==> config.mk <==
export PLATFORM = sky130hd
export DESIGN_NAME = fc_backprop_engine
export DESIGN_NICKNAME = d
export VERILOG_FILES = /design/src/rtl/fc_pkg.sv /design/src/rtl/fc_mac_unit.sv /design/src/rtl/fc_backprop_engine.sv
export SDC_FILE = /design/constraint.sdc
export NUM_CORES = 2
export LEC_CHECK = 0
export CAP_MARGIN = 20
export CORE_ASPECT_RATIO = 1.25
export CORE_MARGIN = 4
export CORE_UTILIZATION = 55
export DETAILED_ROUTE_END_ITERATION = 10
export PLACE_DENSITY_LB_ADDON = 0.15
export SLEW_MARGIN = 20
export SYNTH_ARGS = -nofsm -noshare
export SYNTH_HDL_FRONTEND = slang
export SYNTH_SLANG_ARGS = --single-unit
==> constraint.sdc <==
create_clock -name clk -period 12.9 [get_ports clk]
set_input_delay 3.225 -clock clk [delete_from_list [all_inputs] [get_ports clk]]
set_output_delay 3.225 -clock clk [all_outputs]
set_load 0.005 [all_outputs]
==> src/rtl/fc_pkg.sv <==
// ---------------------------------------------------------------------------
// fc_pkg
// Shared definitions for the fully connected backward-pass engine.
//   WEIGHT_WIDTH / ACC_WIDTH : default data and accumulator widths
//   fc_bwd_state_t           : engine FSM states
//   sat_trunc()              : accumulator -> output conversion
// Optional feature macro: FC_BWD_SATURATE_EN
//   defined   -> shifted accumulator is clamped to the signed output range
//   undefined -> low WEIGHT_WIDTH bits are kept (two's-complement wrap)
// ---------------------------------------------------------------------------
package fc_pkg;

  localparam int WEIGHT_WIDTH = 16;
  localparam int ACC_WIDTH    = 40;

  typedef enum logic [2:0] {
    IDLE,
    LOAD,
    COMPUTE,
    FLUSH,
    OUT
  } fc_bwd_state_t;

`ifdef FC_BWD_SATURATE_EN
  localparam logic signed [ACC_WIDTH-1:0] SAT_MAX = ACC_WIDTH'((1 << (WEIGHT_WIDTH-1)) - 1);
  // Bitwise inverse of 0..0111..1 is 1..1000..0, the most negative output value.
  localparam logic signed [ACC_WIDTH-1:0] SAT_MIN = ~SAT_MAX;
`endif

  // Arithmetic shift rounds toward -inf; range handling depends on the build.
  function automatic logic signed [WEIGHT_WIDTH-1:0] sat_trunc(
    input logic signed [ACC_WIDTH-1:0] acc,
    input int unsigned                 frac
  );
    logic signed [ACC_WIDTH-1:0] shifted;
    shifted = acc >>> frac;
`ifdef FC_BWD_SATURATE_EN
    if (shifted > SAT_MAX) begin
      shifted = SAT_MAX;
    end else if (shifted < SAT_MIN) begin
      shifted = SAT_MIN;
    end
`endif
    return shifted[WEIGHT_WIDTH-1:0];
  endfunction

endpackage

==> src/rtl/fc_mac_unit.sv <==
// ---------------------------------------------------------------------------
// fc_mac_unit
// Signed multiply-accumulate with a registered accumulator.
//   clk, rst : clock, synchronous active-high reset
//   clear    : zero the accumulator on the next edge (wins over en)
//   en       : add a*b on the next edge
//   a, b     : signed operands
//   sum      : accumulator plus the current product when en is high, i.e. the
//              value the accumulator takes on the next edge
// ---------------------------------------------------------------------------
module fc_mac_unit #(
  parameter int WEIGHT_WIDTH = fc_pkg::WEIGHT_WIDTH,
  parameter int ACC_WIDTH    = fc_pkg::ACC_WIDTH
) (
  input  logic                           clk,
  input  logic                           rst,
  input  logic                           clear,
  input  logic                           en,
  input  logic signed [WEIGHT_WIDTH-1:0] a,
  input  logic signed [WEIGHT_WIDTH-1:0] b,
  output logic signed [ACC_WIDTH-1:0]    sum
);

  logic signed [ACC_WIDTH-1:0]      acc;
  logic signed [2*WEIGHT_WIDTH-1:0] product;

  // Full-precision product, sign-extended into the accumulator width.
  always_comb begin
    product = a * b;
    sum     = acc;
    if (en) begin
      sum = acc + {{(ACC_WIDTH-2*WEIGHT_WIDTH){product[2*WEIGHT_WIDTH-1]}}, product};
    end
  end

  always_ff @(posedge clk) begin
    if (rst || clear) begin
      acc <= '0;
    end else begin
      acc <= sum;
    end
  end

endmodule

==> src/rtl/fc_backprop_engine.sv <==
// ---------------------------------------------------------------------------
// fc_backprop_engine
// Backward pass of a fully connected layer: dX[j] = sum_i W[j][i] * dY[i].
//   clk, rst           : clock, synchronous active-high reset
//   dy_valid/ready/data: incoming dY stream, OUTPUT_SIZE beats in order
//   w_rd_en/addr/data  : shared weight memory port, data one cycle after en,
//                        address j*OUTPUT_SIZE + i
//   dx_valid/ready/data: outgoing dX stream, INPUT_SIZE results
//   dx_last            : marks dX[INPUT_SIZE-1]
//   busy               : engine is not idle
//   done               : one-cycle pulse after the final dX handshake
// Optional feature macro: FC_BWD_SATURATE_EN (see fc_pkg::sat_trunc).
// ---------------------------------------------------------------------------
module fc_backprop_engine #(
  parameter  int INPUT_SIZE   = 784,
  parameter  int OUTPUT_SIZE  = 128,
  parameter  int WEIGHT_WIDTH = fc_pkg::WEIGHT_WIDTH,
  parameter  int ACC_WIDTH    = fc_pkg::ACC_WIDTH,
  parameter  int FRAC_BITS    = 8,
  localparam int ADDR_WIDTH   = $clog2(INPUT_SIZE*OUTPUT_SIZE)
) (
  input  logic                           clk,
  input  logic                           rst,
  input  logic                           dy_valid,
  output logic                           dy_ready,
  input  logic signed [WEIGHT_WIDTH-1:0] dy_data,
  output logic                           w_rd_en,
  output logic        [ADDR_WIDTH-1:0]   w_rd_addr,
  input  logic signed [WEIGHT_WIDTH-1:0] w_rd_data,
  output logic                           dx_valid,
  input  logic                           dx_ready,
  output logic signed [WEIGHT_WIDTH-1:0] dx_data,
  output logic                           dx_last,
  output logic                           busy,
  output logic                           done
);

  import fc_pkg::*;

  localparam int IW = (OUTPUT_SIZE > 1) ? $clog2(OUTPUT_SIZE) : 1;
  localparam int JW = (INPUT_SIZE > 1) ? $clog2(INPUT_SIZE) : 1;
  localparam logic [IW-1:0] I_LAST = IW'(OUTPUT_SIZE-1);
  localparam logic [JW-1:0] J_LAST = JW'(INPUT_SIZE-1);

  fc_bwd_state_t                  state;
  logic        [IW-1:0]           i;
  logic        [JW-1:0]           j;
  logic        [IW-1:0]           rd_idx;
  logic                           rd_pend;
  logic                           beat;
  logic                           mac_clear;
  logic signed [ACC_WIDTH-1:0]    acc_sum;
  logic signed [WEIGHT_WIDTH-1:0] dy_buf [OUTPUT_SIZE];

  assign beat = dy_valid && dy_ready;

  // The accumulator is held at zero while loading and cleared as a result is
  // accepted, so every COMPUTE pass starts from zero.
  assign mac_clear = (state == IDLE) || (state == LOAD) || ((state == OUT) && dx_ready);

  // i is zero in IDLE, so the first beat lands in dy_buf[0].
  always_ff @(posedge clk) begin
    if (beat) begin
      dy_buf[i] <= dy_data;
    end
  end

  // rd_pend/rd_idx trail the read strobe by one cycle so the returning weight
  // is paired with the dY element whose address was issued.
  fc_mac_unit #(
    .WEIGHT_WIDTH (WEIGHT_WIDTH),
    .ACC_WIDTH    (ACC_WIDTH)
  ) u_mac (
    .clk   (clk),
    .rst   (rst),
    .clear (mac_clear),
    .en    (rd_pend),
    .a     (w_rd_data),
    .b     (dy_buf[rd_idx]),
    .sum   (acc_sum)
  );

  // Main FSM with registered outputs. Addresses of consecutive j are
  // contiguous, so w_rd_addr simply increments across the whole run.
  always_ff @(posedge clk) begin
    if (rst) begin
      state     <= IDLE;
      i         <= '0;
      j         <= '0;
      rd_idx    <= '0;
      rd_pend   <= 1'b0;
      dy_ready  <= 1'b1;
      w_rd_en   <= 1'b0;
      w_rd_addr <= '0;
      dx_valid  <= 1'b0;
      dx_data   <= '0;
      dx_last   <= 1'b0;
      busy      <= 1'b0;
      done      <= 1'b0;
    end else begin
      done    <= 1'b0;
      rd_pend <= w_rd_en;
      rd_idx  <= i;
      case (state)
        IDLE, LOAD: begin
          if (beat) begin
            busy <= 1'b1;
            if (i == I_LAST) begin
              state     <= COMPUTE;
              i         <= '0;
              j         <= '0;
              dy_ready  <= 1'b0;
              w_rd_en   <= 1'b1;
              w_rd_addr <= '0;
            end else begin
              state <= LOAD;
              i     <= i + 1'b1;
            end
          end
        end
        COMPUTE: begin
          if (i == I_LAST) begin
            state   <= FLUSH;
            w_rd_en <= 1'b0;
          end else begin
            i         <= i + 1'b1;
            w_rd_addr <= w_rd_addr + 1'b1;
          end
        end
        // acc_sum already includes the final product arriving this cycle.
        FLUSH: begin
          state    <= OUT;
          dx_valid <= 1'b1;
          dx_data  <= sat_trunc(acc_sum, FRAC_BITS);
          dx_last  <= (j == J_LAST);
        end
        OUT: begin
          if (dx_ready) begin
            dx_valid <= 1'b0;
            dx_last  <= 1'b0;
            i        <= '0;
            if (j == J_LAST) begin
              state    <= IDLE;
              j        <= '0;
              busy     <= 1'b0;
              done     <= 1'b1;
              dy_ready <= 1'b1;
            end else begin
              state     <= COMPUTE;
              j         <= j + 1'b1;
              w_rd_en   <= 1'b1;
              w_rd_addr <= w_rd_addr + 1'b1;
            end
          end
        end
        default: state <= IDLE;
      endcase
    end
  end

endmodule

==> impl_metrics.ini <==
[finish]
fillers = 11500
area_growth_pct = 11.4
finalNonFillerCells = 7378
drive_gt1_share_pct = 22.5
final_nets = 5355
fin_area_um2 = 102000

[clock_network]
cts.clk_slew.worst_paths_ns = 0.06
cts_tree = yes
cts.sinks = 2139
cts.repair.resized = 0
cts_made_buffers = 195
cts-hold-fix-buffers = 0
insertion_delay_ns = 0.85
htreeDepth = 4
clockBufferDepth = 3
cts_root_buffer = clkbuf_16
post-cts-setup-buffers = 0

[critical_path]
path_class = register to register
worstPathArrival_ns = 11.94
path_max_fanout = 74
cp_common_cell = fa_1
cp-start-kind = register
critPathCaptureType = register
slowest_delay_ns = 0.91
critical-path-slowest-cell = dfxtp_4
ff2ff_setup_slack_ns = 1.70
cp.required_ns = 13.64

[timing]
relSlewSlack_pct = 19.7
layout_min_cycle_time_ns = 11.20
final-max-slew-violation-count = 0
rsz0062_at_grt = false
tightest_slew_ns = 1.20
finalCritPeriodShare_pct = 86.8
finalSetupViolations = 0
finalHoldViolCount = 0
fmax_ghz = 0.0893
setup_tns_ns = 0
finClkSkew_ns = 0.0327

[grt]
grt-ovfl-total = 0
grt_pass1_wl_mm = 341
grtUsageMet2_pct = 45.6
grt_use_met3_pct = 4.39
grt_util_met1_pct = 37.6
antenna_found_initial = 8
grt_max_degree = 120
grt-busiest-layer = met2
grtUsageTotal_pct = 27.8
grt_pass1_vias = 47800

[floorplan]
rows = 166
coreArea_um2 = 164000
die_w_um = 372
die_h_um = 463
start_util_pct = 55.5
die-area_um2 = 172000
io_pins = 75

[place]
postPlaceCellArea_um2 = 95300
dp_hpwl_mm = 145
placed_cells = 7019
gp_congestion = 0.919
port_buffers = 74

[pwr]
power.total_mw = 22.2
power.density_nw_per_um2 = 219
ir_drop_mv = 0.549
p_leak_nw = 32.7

[synthesis]
yosys_warnings = 0
synth.distinct_cells = 76
syn-instance-count = 4789
ys.flop_type = edfxtp_1
yosys.area.top_type = edfxtp_1
syn_area_um2 = 91100
synth-edff-count = 2048
synth-seq-area-share_pct = 69.5
netlist.area_leader.share_pct = 67.5
synth_area_leaders = edfxtp_1 67%, mux4_2 14%, fa_1 4.1%
syn_avg_cell_area_um2 = 19.0
async_reset_ff_share_pct = 0
ys_ff_latch = 2139
syn_nets = 5112

[detailed_routing]
wl_per_cell_um = 31.7
vias = 46700
first_pass_iters = 5
postRouteAntennaNets = 0
drc_errors = 0
routed_wl_mm = 234
drt_iter0_markers = 5430
vias_per_cell = 6.33

[job]
drv_cap = 0

[min_path]
hold_class = register to register

[outcome]
outcome = completed
==> sequential cells by signal, summed over array words and instances (netlist names), 3 cells and up, named ones only <==
name	count
dx_data	16
dy_buf	2048
i	7
j	10
state	3
u_mac.acc	24
w_rd_addr	17
==> critical path: cells and delay by family, from the launching register on <==
| family | cells | cell delay, ns |
|---|---|---|
| compound gates | 9 | 2.39 |
| xor+xnor | 2 | 0.30 |
| fa+ha+maj | 8 | 3.60 |
| buf+inv | 4 | 0.72 |
| flops | 1 | 0.91 |
| mux | 3 | 1.69 |
| simple gates | 4 | 1.38 |
==> synth_stat cells, types with 20 or more instances <==
master       n
edfxtp_1  2048
mux4_2     569
nor2_1     284
inv_1      261
fa_1       188
nand2_1    139
clkbuf_1   134
nor2b_1    109
ha_1        99
dfxtp_1     91
mux2i_1     77
a21oi_1     70
nand2b_1    65
xnor2_1     57
buf_2       51
nand3_1     45
o21ai_0     38
mux2_2      34
and2_1      27
a22oi_1     26
a211oi_1    23
buf_1       23
nor3_1      23
o22ai_1     20
xor2_1      20
==> cell usage in the layout (no fill, tap or decap), types with 20 or more instances in the layout <==
master | netlist | routed
edfxtp_1 | 2048 | 2048
mux4_2 | 569 | 569
inv_1 | 261 | 261
nor2_1 | 284 | 255
buf_4 | 14 | 212
clkbuf_16 | 0 | 199
fa_1 | 188 | 188
nand2_1 | 139 | 139
nor2b_1 | 109 | 106
ha_1 | 99 | 99
dfxtp_1 | 91 | 85
mux2i_1 | 77 | 75
a21oi_1 | 70 | 70
nand2b_1 | 65 | 65
xnor2_1 | 57 | 57
clkdlybuf4s50_1 | 0 | 57
clkbuf_1 | 134 | 49
nand3_1 | 45 | 45
clkinv_1 | 4 | 41
o21ai_0 | 38 | 37
mux2_2 | 34 | 34
clkinv_2 | 0 | 28
nor2_2 | 0 | 27
and2_1 | 27 | 27
a22oi_1 | 26 | 26
nor3_1 | 23 | 23
a211oi_1 | 23 | 23
o22ai_1 | 20 | 20
xor2_1 | 20 | 20
==> path summary, 6_finish.rpt <==
| path | startpoint | to | cells past startpoint |
|---|---|---|---|
| max | register | dx_data[15]$_SDFFE_PP0P_ | 30 |
| min reg2reg | dx_data[5]$_SDFFE_PP0P_ | dx_data[5]$_SDFFE_PP0P_ | 2 |
| max reg2reg | register | dx_data[15]$_SDFFE_PP0P_ | 30 |
| min | dx_data[5]$_SDFFE_PP0P_ | dx_data[5]$_SDFFE_PP0P_ | 2 |
==> area by class of cell <==
cell class / count / area, um^2 / area share, %
Multi-Input combinational cell: 2143 / 25800 / 25.4
Clock buffer: 253 / 5230 / 5.15
Clock inverter: 102 / 978 / 0.964
Timing Repair Buffer: 286 / 2460 / 2.42
Sequential cell: 2139 / 63300 / 62.4
Antenna cell: 4 / 10.0 / 0.00986
Inverter: 267 / 1000 / 0.987
Tap cell: 2184 / 2730 / 2.69
==> layer usage <==
metal / wire length, um / up-vias
met1: 87900 / 24700
met2: 118000 / 2149
met5: 38 / -
met4: 10600 / 6
met3: 17500 / 454
li1: - / 19400
==> power by group <==
| group | leakage [nW] | internal [mW] | total [mW] | switching, mW |
|---|---|---|---|---|
| combinational | 10.6 | 3.59 | 8.92 | 5.33 |
| sequential | 19.1 | 7.61 | 7.63 | 0.0135 |
| clock | 3.02 | 3.13 | 5.64 | 2.51 |
==> logic make-up (layout without fill, tap and decap cells) <==
| group | count (synthesis) | count (layout) | share of synthesized area, % |
|---|---|---|---|
| xor+xnor | 80 | 80 | 0.817 |
| compound gates | 316 | 316 | 2.38 |
| flops | 2139 | 2139 | 69.5 |
| buf+inv | 507 | 908 | 2.36 |
| mux | 680 | 680 | 15.3 |
| fa+ha+maj | 287 | 287 | 5.49 |
| simple gates | 780 | 780 | 4.16 |
| other cells | 0 | 4 | 0 |
==> stage by stage <==
step                hold slack, ns  util (%)  setup WS [ns]
floorplan                    0.445         -           1.95
global placement             0.454      58.0           1.59
detailed placement           0.470      58.0           1.51
CTS                          0.478      61.8           1.64
global route                 0.514      61.8          0.924
finish                       0.480      61.8           1.70
(Power assumes the default switching activity.)
